--- config.mk ---
export PLATFORM = sky130hd
export DESIGN_NAME = multicore_launch_ctrl
export DESIGN_NICKNAME = d
export VERILOG_FILES = /design/src/rtl/multicore_launch_ctrl.sv
export SDC_FILE = /design/constraint.sdc
export NUM_CORES = 1
export LEC_CHECK = 0
export CAP_MARGIN = 20
export CORE_AREA = 4 4 78 80
export DETAILED_ROUTE_END_ITERATION = 6
export DIE_AREA = 0 0 82 84
export GPL_ROUTABILITY_DRIVEN = 0
export GPL_TIMING_DRIVEN = 1
export PLACE_DENSITY = 0.9
export REMOVE_ABC_BUFFERS = 1
export SYNTH_ARGS = -nofsm -noshare
export SYNTH_HDL_FRONTEND = slang
export SYNTH_SLANG_ARGS = --single-unit
--- constraint.sdc ---
create_clock -name clk -period 2.4 [get_ports clk]
set_input_delay 0.48 -clock clk [delete_from_list [all_inputs] [get_ports clk]]
set_output_delay 0.48 -clock clk [all_outputs]
set_load 0.01 [all_outputs]
--- src/rtl/multicore_launch_ctrl.sv ---
// Launch sequencer for the multicore array: waits for enabled cores to be ready,
// pulses start once, collects done from each enabled core and times the run.
module multicore_launch_ctrl #(
  parameter int CORE_COUNT     = 4,
  parameter int CNT_WIDTH      = 32,
  parameter int TIMEOUT_CYCLES = 0
) (
  input  logic                  clk,
  input  logic                  rst,
  input  logic                  launch,
  input  logic [CORE_COUNT-1:0] coreEn,
  input  logic [CORE_COUNT-1:0] coreReady,
  input  logic [CORE_COUNT-1:0] coreDone,
  output logic [CORE_COUNT-1:0] coreStart,
  output logic                  busy,
  output logic                  allDone,
  output logic                  timedOut,
  output logic [CORE_COUNT-1:0] doneMask,
  output logic [CNT_WIDTH-1:0]  cycleCount
);

  typedef enum logic [2:0] {
    IDLE,
    WAIT_READY,
    START,
    RUN,
    FINISH,
    TIMEOUT
  } state_t;

  localparam logic [CNT_WIDTH-1:0] CNT_MAX = '1;
  localparam logic [CNT_WIDTH-1:0] CNT_ONE = CNT_WIDTH'(1);
  // Only meaningful when TIMEOUT_CYCLES != 0; TO_EN guards its use.
  localparam logic [CNT_WIDTH-1:0] TO_LAST = CNT_WIDTH'(TIMEOUT_CYCLES - 1);
  localparam bit                   TO_EN   = (TIMEOUT_CYCLES != 0);

  state_t                  state_q, state_d;
  logic [CORE_COUNT-1:0]   en_mask_q, en_mask_d;
  logic [CORE_COUNT-1:0]   core_start_q, core_start_d;
  logic                    busy_q, busy_d;
  logic                    all_done_q, all_done_d;
  logic                    timed_out_q, timed_out_d;
  logic [CORE_COUNT-1:0]   done_mask_q, done_mask_d;
  logic [CNT_WIDTH-1:0]    cycle_cnt_q, cycle_cnt_d;
  logic [CORE_COUNT-1:0]   done_next;
  logic                    launch_ok;

  always_comb begin
    state_d      = state_q;
    en_mask_d    = en_mask_q;
    core_start_d = '0;
    busy_d       = busy_q;
    all_done_d   = all_done_q;
    timed_out_d  = timed_out_q;
    done_mask_d  = done_mask_q;
    cycle_cnt_d  = cycle_cnt_q;
    done_next    = done_mask_q | (coreDone & en_mask_q);
    launch_ok    = launch && (coreEn != '0);

    case (state_q)
      IDLE, FINISH, TIMEOUT: begin
        if (launch_ok) begin
          en_mask_d   = coreEn;
          busy_d      = 1'b1;
          all_done_d  = 1'b0;
          timed_out_d = 1'b0;
          state_d     = WAIT_READY;
        end
      end
      WAIT_READY: begin
        // Start is registered, so it is raised on entry to START and lasts one cycle.
        if ((coreReady & en_mask_q) == en_mask_q) begin
          core_start_d = en_mask_q;
          state_d      = START;
        end
      end
      START: begin
        done_mask_d = '0;
        cycle_cnt_d = '0;
        state_d     = RUN;
      end
      RUN: begin
        done_mask_d = done_next;
        cycle_cnt_d = (cycle_cnt_q == CNT_MAX) ? cycle_cnt_q : cycle_cnt_q + CNT_ONE;
        // Completion is checked first so a last-cycle done beats the timeout.
        if (done_next == en_mask_q) begin
          busy_d     = 1'b0;
          all_done_d = 1'b1;
          state_d    = FINISH;
        end else if (TO_EN && (cycle_cnt_q == TO_LAST)) begin
          busy_d      = 1'b0;
          timed_out_d = 1'b1;
          state_d     = TIMEOUT;
        end
      end
      default: state_d = IDLE;
    endcase
  end

  always_ff @(posedge clk or posedge rst) begin
    if (rst) begin
      state_q      <= IDLE;
      en_mask_q    <= '0;
      core_start_q <= '0;
      busy_q       <= 1'b0;
      all_done_q   <= 1'b0;
      timed_out_q  <= 1'b0;
      done_mask_q  <= '0;
      cycle_cnt_q  <= '0;
    end else begin
      state_q      <= state_d;
      en_mask_q    <= en_mask_d;
      core_start_q <= core_start_d;
      busy_q       <= busy_d;
      all_done_q   <= all_done_d;
      timed_out_q  <= timed_out_d;
      done_mask_q  <= done_mask_d;
      cycle_cnt_q  <= cycle_cnt_d;
    end
  end

  assign coreStart  = core_start_q;
  assign busy       = busy_q;
  assign allDone    = all_done_q;
  assign timedOut   = timed_out_q;
  assign doneMask   = done_mask_q;
  assign cycleCount = cycle_cnt_q;

endmodule

; ---- Word-level counts from Yosys, hierarchy flattened
; Cells that the tools add are included.
[word_totals]
reg_bits = 49
latchBits = 0
ram_bits = 0
romBits = 0
in_bits = 15
output_inout_bits = 43
word_cells = 48
memories = 0
[op_classes]
n_addsub = 1
n_mul = 0
div = 0
n_lt_le_gt_ge = 0
eq_ne = 12
shift = 0
muxes = 15
bitwise_logic = 3
reduce_logical = 10
[op_table]
columns = op, n
row1 = $pmux 32 s2, 1
row2 = $add 32x1->32 const B, 1
row3 = $eq 32x32->1 const B, 1
row4 = $mux 32, 1
row5 = $pmux 3 s4, 1
row6 = $mux 3, 3
row7 = $and 4x4->4, 2
row8 = $eq 4x4->1, 2
row9 = $mux 4, 2
row10 = $ne 2x2->1 const B, 4
row11 = $pmux 4 s2, 1
row12 = $eq 3x2->1 const B, 2
row13 = $eq 3x3->1 const B, 2
row14 = $reduce_and 3->1, 2
row15 = $mux 1, 4
row16 = $or 4x4->4, 1
row17 = $pmux 1 s2, 2
row18 = $reduce_and 2->1, 2
row19 = $reduce_bool 2->1, 2
row20 = $reduce_bool 4->1, 1
row21 = $eq 3x1->1 const B, 1
row22 = $logic_not 3->1, 1
row23 = $reduce_or 3->1, 1
row24 = $logic_and 1x1->1, 1

; ---- Depth between registers and ports, before layout
; Gate-level depths: netlist (run 1).
[depth]
word_depth = 5
depth_mapped = 7
ltp_nobuf = 5

; ---- Least setup slack after synthesis (run 1)
; No wires, ideal clock.
[synth_path]
kind = reg2reg
from = reg cycle_cnt_q[10] (netlist: cycleCount[10])
to = reg cycle_cnt_q[27] (netlist: cycleCount[27])
setup_ps = 78
t_arrival_ps = 2174
required_time_ps = 2322
slack_ps = 148
stages_incl_launch_ff = 7
n_path_buf = 1
synth_period_minus_slack_ps = 2252
cell_sequence = dfrtp_1 and4_1 nand4_4 or4_1 buf_2 or4_1 a21oi_1
[synth_via]
elab_chain_len = 3
word_cells_on_any_way = 6
cone_classes = add/sub: 1 / eq/ne: 2 / mux: 2 / reduce/logical: 1
[synth_lines]
columns = item, line_no
row1 = "start, declared", 44  ; logic [CNT_WIDTH-1:0] cycle_cnt_q, cycle_cnt_d;
row2 = "start signal, assigned", 118  ; cycle_cnt_q <= cycle_cnt_d;
row3 = $add 32x1->32 or $eq 32x32->1 (tied branches), 84  ; cycle_cnt_d = (cycle_cnt_q == CNT_MAX) ? cycle_cnt_q : cycle_cnt_q + CNT_ONE;
row4 = $mux 32 or $ne 2x2->1 (tied branches), --
row5 = $pmux 32 s2 or $reduce_and 2->1 (tied branches), --
; Several ways; a longest one is shown, not always the timed one. The select of a mux whose other input is x is not followed.
; A chain may end at the register's enable or synchronous reset.

; ---- Worst setup path in the final report (run 1)
[layout_path]
from = reg cycle_cnt_q[16] (netlist: cycleCount[16])
to = reg cycle_cnt_q[29] (netlist: cycleCount[29])
; The elaborated chain is that of the path after synthesis.

==> impl_metrics.py, run 1 <==
metrics = {
    "run_status": {
        "status": "complete, no violations",
    },
    "power": {
        "ir_worst_vdd_mv": 0.609,
        "p_total_mw": 2.91,
        "p_sw_mw": 1.09,
        "power.share.sequential_pct": 37.9,
        "powerDensity_nw_per_um2": 822,
        "leakage_nw": 1.41,
        "pwr-share-comb_pct": 41.6,
        "p_int_mw": 1.82,
        "switching_share_pct": 37.4,
        "power_frac_clock_pct": 20.5,
    },
    "grt": {
        "overflow": 0,
        "grtUsageMet3_pct": 4.64,
        "antenna_found_initial": 0,
        "grt_first_pass_wirelength_um": 11800,
        "grtUsageMet1_pct": 29.3,
        "grt_util_met2_pct": 34.2,
        "busiest_layer": "met2",
        "grt_max_degree": 50,
        "global_route.usage.total_pct": 21.5,
        "first_global_vias": 2506,
    },
    "worst_setup_path": {
        "arrival_ns": 2.46,
        "cpPeakStageDelay_ns": 0.59,
        "path_max_fanout": 8,
        "required_ns": 2.63,
        "critPathCaptureType": "flop",
        "critPathKind": "reg2reg",
        "cp_slowest_cell": "or4_4",
        "worstPathCellList": "and3_1 -> nand3_1 -> or4_4 -> or4_1 -> a21oi_1",
        "start_kind": "flop",
    },
    "cts": {
        "cts.clk_slew.worst_paths_ns": 0.09,
        "cts_tree": "done",
        "h-tree-depth": 2,
        "clkLatencyLatePin_ns": 0.31,
        "hold_buffers": 0,
        "postCtsSetupBuffers": 0,
        "cts_buffers": 5,
        "cts_resized": 0,
        "cts_sinks": 49,
        "cts_max_path_buffers": 2,
        "cts_root_buffer": "clkbuf_8",
    },
    "logic_synthesis": {
        "synthArstFlopShare_pct": 100,
        "ys_types": 52,
        "ys_seq_area_share_pct": 45.6,
        "synthesis.area_um2": 2690,
        "ys_ff_latch": 49,
        "ys_warn_count": 0,
        "synth-edff-count": 0,
        "syn_area_per_cell_um2": 9.03,
        "synth_ff_type": "dfrtp_1",
        "synthCells": 298,
    },
    "layout": {
        "nNetsFinal": 378,
        "finalInstanceArea_um2": 3540,
        "layout_commonest_cell": "clkdlybuf4s50_1",
        "instances_no_fill": 435,
        "diodes": 0,
        "drive_above_1_share_pct": 9.37,
        "fin_util_pct": 65.5,
        "final_cell_mix": "clkdlybuf4s50_1, dfrtp_1, nand2_1",
        "syn2layout_area_growth_pct": 31.5,
        "nFillCells": 423,
    },
    "floorplan": {
        "fp-row-count": 27,
        "die_y_um": 84,
        "die_area_um2": 6890,
        "die_w_um": 82,
        "core_area_um2": 5410,
        "initial_core_util_pct": 49.8,
        "ios": 58,
    },
    "flow_run": {
        "maxCapViolCount": 0,
    },
    "placement": {
        "place.port_buffers": 56,
        "dp_hpwl_um": 5140,
        "dpl_cell_area_um2": 3420,
        "post-place-cells": 427,
    },
    "routing": {
        "vias_per_cell": 6.13,
        "wire_per_inst_um": 16.2,
        "drtIter0Drc": 190,
        "drc_errors": 0,
        "routed_wirelength_um": 7030,
        "drt.antenna.violating_nets": 0,
        "num_vias": 2668,
        "dr.pass1.iters": 4,
    },
    "sta": {
        "maxSlewViolCount": 0,
        "period_share_pct": 92.7,
        "skew_ns": 0.00813,
        "finalCriticalPeriod_ns": 2.23,
        "fmax_ghz": 0.449,
        "worst_pin_slew_ns": 0.503,
        "setup_viol": 0,
        "tns_ns": 0,
        "rsz0062_at_grt": "no",
        "finalHoldViolCount": 0,
        "relSlewSlack_pct": 65.6,
    },
    "worst_hold_path": {
        "min_path_type": "reg2reg",
    },
}
## per-stage QoR
stage               setup slack (ns)  hold WS, ns
floorplan                     -0.760        0.488
global placement               0.211        0.483
detailed placement             0.147        0.497
CTS                            0.120        0.524
global route                  0.0350        0.547
finish                         0.175        0.519
## worst paths after layout
| check | startpoint | to | slack [ns] | depth (start not counted) |
|---|---|---|---|---|
| min reg2reg | allDone$_DFFE_PP0P_ | allDone$_DFFE_PP0P_ | 0.52 | 1 |
| max | cycleCount[16]$_DFFE_PP0P_ | cycleCount[29]$_DFFE_PP0P_ | 0.17 | 5 |
| max reg2reg | cycleCount[16]$_DFFE_PP0P_ | cycleCount[29]$_DFFE_PP0P_ | 0.17 | 5 |
| min | allDone$_DFFE_PP0P_ | allDone$_DFFE_PP0P_ | 0.52 | 1 |
| min in group asynchronous | rst | en_mask_q[2]$_DFFE_PP0P_ | 0.54 | 3 |
| max in group asynchronous | rst | cycleCount[10]$_DFFE_PP0P_ | 1.65 | 3 |
## registers in the layout (all words and copies together), names as in the netlist
register and cells:
allDone 1, doneMask 4, coreStart 4, cycleCount 32
state_q 3, en_mask_q 4, busy 1
## final cells by class
cell class                 count  area [µm²]  area share, %
inverter                       8        30.0          0.848
clock buffer                   5        68.8           1.94
sequential                    49        1230           34.6
clock inverter                 3        46.3           1.31
multi-input combinational    224        1370           38.7
tap                           72        90.1           2.55
timing repair buffer          74         708           20.0
## cell usage after synthesis, types with 7 or more instances
| master | n | area share [%] |
|---|---|---|
| dfrtp_1 | 49 | 46 |
| nand2_1 | 24 | 3.3 |
| a21oi_1 | 22 | 4.1 |
| o21ai_0 | 18 | 3.3 |
| nor2_1 | 16 | 2.2 |
| nand4_1 | 15 | 3.5 |
| nand3_1 | 14 | 2.6 |
| or3_1 | 14 | 3.3 |
| clkbuf_1 | 12 | 1.7 |
| or4_1 | 12 | 3.3 |
| nor3_1 | 9 | 1.7 |
| inv_1 | 8 | 1.1 |
| a31oi_1 | 7 | 1.6 |
| and3_1 | 7 | 1.6 |
## worst max-delay path, delay by kind of cell, from the launching register on
kind	cells	cell delay [ns]
AOI/OAI and AO/OA	1	0.16
DFF	1	0.45
and+or+nand+nor	4	1.54
## cell families after synthesis
family / synth area share, %
mux: 1.16
compound gates: 19.2
buf+inv: 3.86
fa+ha+maj: 0.465
simple gates: 29.0
xor+xnor: 0.651
other cells: 0.139
flops: 45.6
## power by group through the flow
stage / clock [mW] / sequential [mW] / combinational, mW
after global routing: 0.640 / 1.13 / 1.33
final: 0.597 / 1.10 / 1.21
after floorplan: 0 / 1.19 / 0.576
after CTS: 0.608 / 1.10 / 1.20
after global placement: 0 / 1.11 / 1.15
after detailed placement: 0 / 1.12 / 1.20
## per-layer routing
metal	vias up	routed length, µm
met5	-	0
met1	1287	3080
met3	7	459
met2	100	3420
met4	0	68
li1	1274	-
Note: power is estimated with default switching activity, not from simulation.
==> run 2: changes to the inputs <==
--- a/config.mk
+++ b/config.mk
@@ -6,13 +6,15 @@
 export NUM_CORES = 1
 export LEC_CHECK = 0
 export CAP_MARGIN = 20
-export CORE_AREA = 4 4 78 80
+export CORE_AREA = 4 4 72 74
 export DETAILED_ROUTE_END_ITERATION = 6
-export DIE_AREA = 0 0 82 84
+export DIE_AREA = 0 0 76 78
+export DONT_BUFFER_PORTS = 1
 export GPL_ROUTABILITY_DRIVEN = 0
 export GPL_TIMING_DRIVEN = 1
-export PLACE_DENSITY = 0.9
+export PLACE_DENSITY = 0.86
 export REMOVE_ABC_BUFFERS = 1
+export SLEW_MARGIN = 5
 export SYNTH_ARGS = -nofsm -noshare
 export SYNTH_HDL_FRONTEND = slang
 export SYNTH_SLANG_ARGS = --single-unit
==> run 2 against run 1 <==
Die area decreased by 14%. Clock power decreased by 14%. Via count decreased by 5.4%. Routed wire length decreased by 4.0%. Clock-buffer cell count unchanged. Non-clock buffer count decreased by 45. Critical path depth unchanged. Critical path type unchanged. Highest routed layer unchanged.
==> impl_metrics.py, run 2 (synthesis results as in run 1) <==
metrics = {
    "run_status": {
        "status": "complete, no violations",
    },
    "routing": {
        "drtIter0Drc": 285,
        "vias_per_cell": 6.78,
        "num_vias": 2524,
        "drt.antenna.violating_nets": 0,
        "drc_errors": 0,
        "wire_per_inst_um": 18.1,
        "dr.pass1.iters": 4,
        "routed_wirelength_um": 6750,
    },
    "worst_setup_path": {
        "start_kind": "flop",
        "cpPeakStageDelay_ns": 0.67,
        "worstPathCellList": "and4_1 -> nand4_4 -> or4_1 -> or4_1 -> a21oi_1",
        "critPathKind": "reg2reg",
        "critical_path_buf_inv_count": 0,
        "critical_path.most_common_cell": "or4_1",
        "critPathCaptureType": "flop",
        "arrival_ns": 2.51,
        "cp_slowest_cell": "or4_1",
        "path_max_fanout": 8,
        "cp.depth": 5,
        "r2r_slack_ns": 0.13,
        "r2r-end": "cycleCount[27]$_DFFE_PP0P_",
        "r2r_start": "cycleCount[13]$_DFFE_PP0P_",
        "crit_family": "simple AND/OR/NAND/NOR gates",
        "required_ns": 2.64,
        "ff2ff_path_depth": 5,
    },
    "layout": {
        "drive_above_1_share_pct": 13.8,
        "syn2layout_area_growth_pct": 11.9,
        "layout_commonest_cell": "dfrtp_1",
        "layout.area.seq_um2": 1230,
        "multiInputGateArea_um2": 1380,
        "diodes": 0,
        "final_cell_mix": "dfrtp_1, buf_4, nand2_1",
        "nNetsFinal": 333,
        "largest_reg_flops": 32,
        "fin_util_pct": 65.5,
        "nFillCells": 365,
    },
    "grt": {
        "first_global_vias": 2402,
        "grt_max_degree": 42,
        "overflow": 0,
        "global_route.usage.total_pct": 23.3,
        "grt_first_pass_wirelength_um": 11400,
        "antenna_found_initial": 0,
    },
    "cts": {
        "cts_buffers": 5,
        "cts_tree": "done",
        "clkLatencyLatePin_ns": 0.31,
        "cts_sinks": 49,
        "cts_root_buffer": "clkbuf_8",
        "cts.clk_slew.worst_paths_ns": 0.10,
        "postCtsSetupBuffers": 0,
        "cts_max_path_buffers": 2,
        "cts_resized": 0,
        "hold_buffers": 0,
        "h-tree-depth": 2,
    },
    "floorplan": {
        "die_w_um": 76,
        "initial_core_util_pct": 58.5,
        "die_area_um2": 5930,
        "fp-row-count": 25,
        "core_area_um2": 4600,
        "die_y_um": 78,
        "ios": 58,
    },
    "sta": {
        "relSlewSlack_pct": 45.1,
        "rsz0062_at_grt": "no",
        "setup_viol": 0,
        "finalHoldViolCount": 0,
        "worst_pin_slew_ns": 0.822,
        "period_share_pct": 94.5,
        "maxSlewViolCount": 0,
        "skew_ns": 0.0113,
        "finalCriticalPeriod_ns": 2.27,
        "whs_ns": 0.204,
        "fmax_ghz": 0.441,
        "tns_ns": 0,
    },
    "power": {
        "leakage_nw": 1.28,
        "p_total_mw": 2.61,
        "ir_worst_vdd_mv": 0.649,
        "powerDensity_nw_per_um2": 867,
    },
    "flow_run": {
        "maxCapViolCount": 0,
    },
    "placement": {
        "dp_hpwl_um": 4920,
        "place.port_buffers": 0,
    },
    "worst_hold_path": {
        "min_path_type": "in2async",
    },
}
-- run 2: worst register-to-register path, cell delays in order (launching register included) --
cell and delay, ns:
dfrtp_1 0.43, and4_1 0.31, nand4_4 0.11, or4_1 0.67
or4_1 0.54, a21oi_1 0.15
-- run 2: how the worst max path moves through the flow --
stage                          startpoint                          to  slack (ns)
3_5_place_dp   cycleCount[13]$_DFFE_PP0P_  cycleCount[27]$_DFFE_PP0P_        0.14
4_1_cts        cycleCount[13]$_DFFE_PP0P_  cycleCount[27]$_DFFE_PP0P_        0.13
3_3_place_gp   cycleCount[13]$_DFFE_PP0P_  cycleCount[27]$_DFFE_PP0P_        0.18
6_report       cycleCount[13]$_DFFE_PP0P_  cycleCount[27]$_DFFE_PP0P_        0.13
2_1_floorplan      state_q[1]$_DFFE_PP0P_  cycleCount[22]$_DFFE_PP0P_       -0.76
5_1_grt        cycleCount[13]$_DFFE_PP0P_  cycleCount[27]$_DFFE_PP0P_       0.004
-- run 2: layout make-up --
cell class              instances  area share [%]
clock inverters                 3           0.872
well taps                      54            2.24
repair buffers                 29            7.23
flip-flops and latches         49            40.7
inverters                       8           0.997
multi-input cells             224            45.7
clock buffers                   5            2.29
-- run 2: through the flow --
stage          instance area [µm²]  std cells  worst slack [ns]
5_1_grt                       3010        372           0.00378
3_5_place_dp                  2920        364             0.141
2_1_floorplan                 2620        281            -0.760
6_report                      3010        372             0.131
3_3_place_gp                  2920        364             0.175
4_1_cts                       3010        372             0.129
-- run 2: report_power, final --
| group | switching [mW] | internal [mW] | total (mW) | leakage (nW) |
|---|---|---|---|---|
| clock network | 0.300 | 0.217 | 0.516 | 0.0495 |
| logic | 0.600 | 0.361 | 0.960 | 0.573 |
| registers | 0.156 | 0.979 | 1.13 | 0.655 |
-- run 2: layer usage --
layer	vias to the layer above	global-route usage, %	part of all wire [%]
met5	-	0	0
met1	1216	29.4	42
met3	12	8.24	8.8
met2	121	35.9	47
li1	1175	-	-
met4	0	10.3	1.6
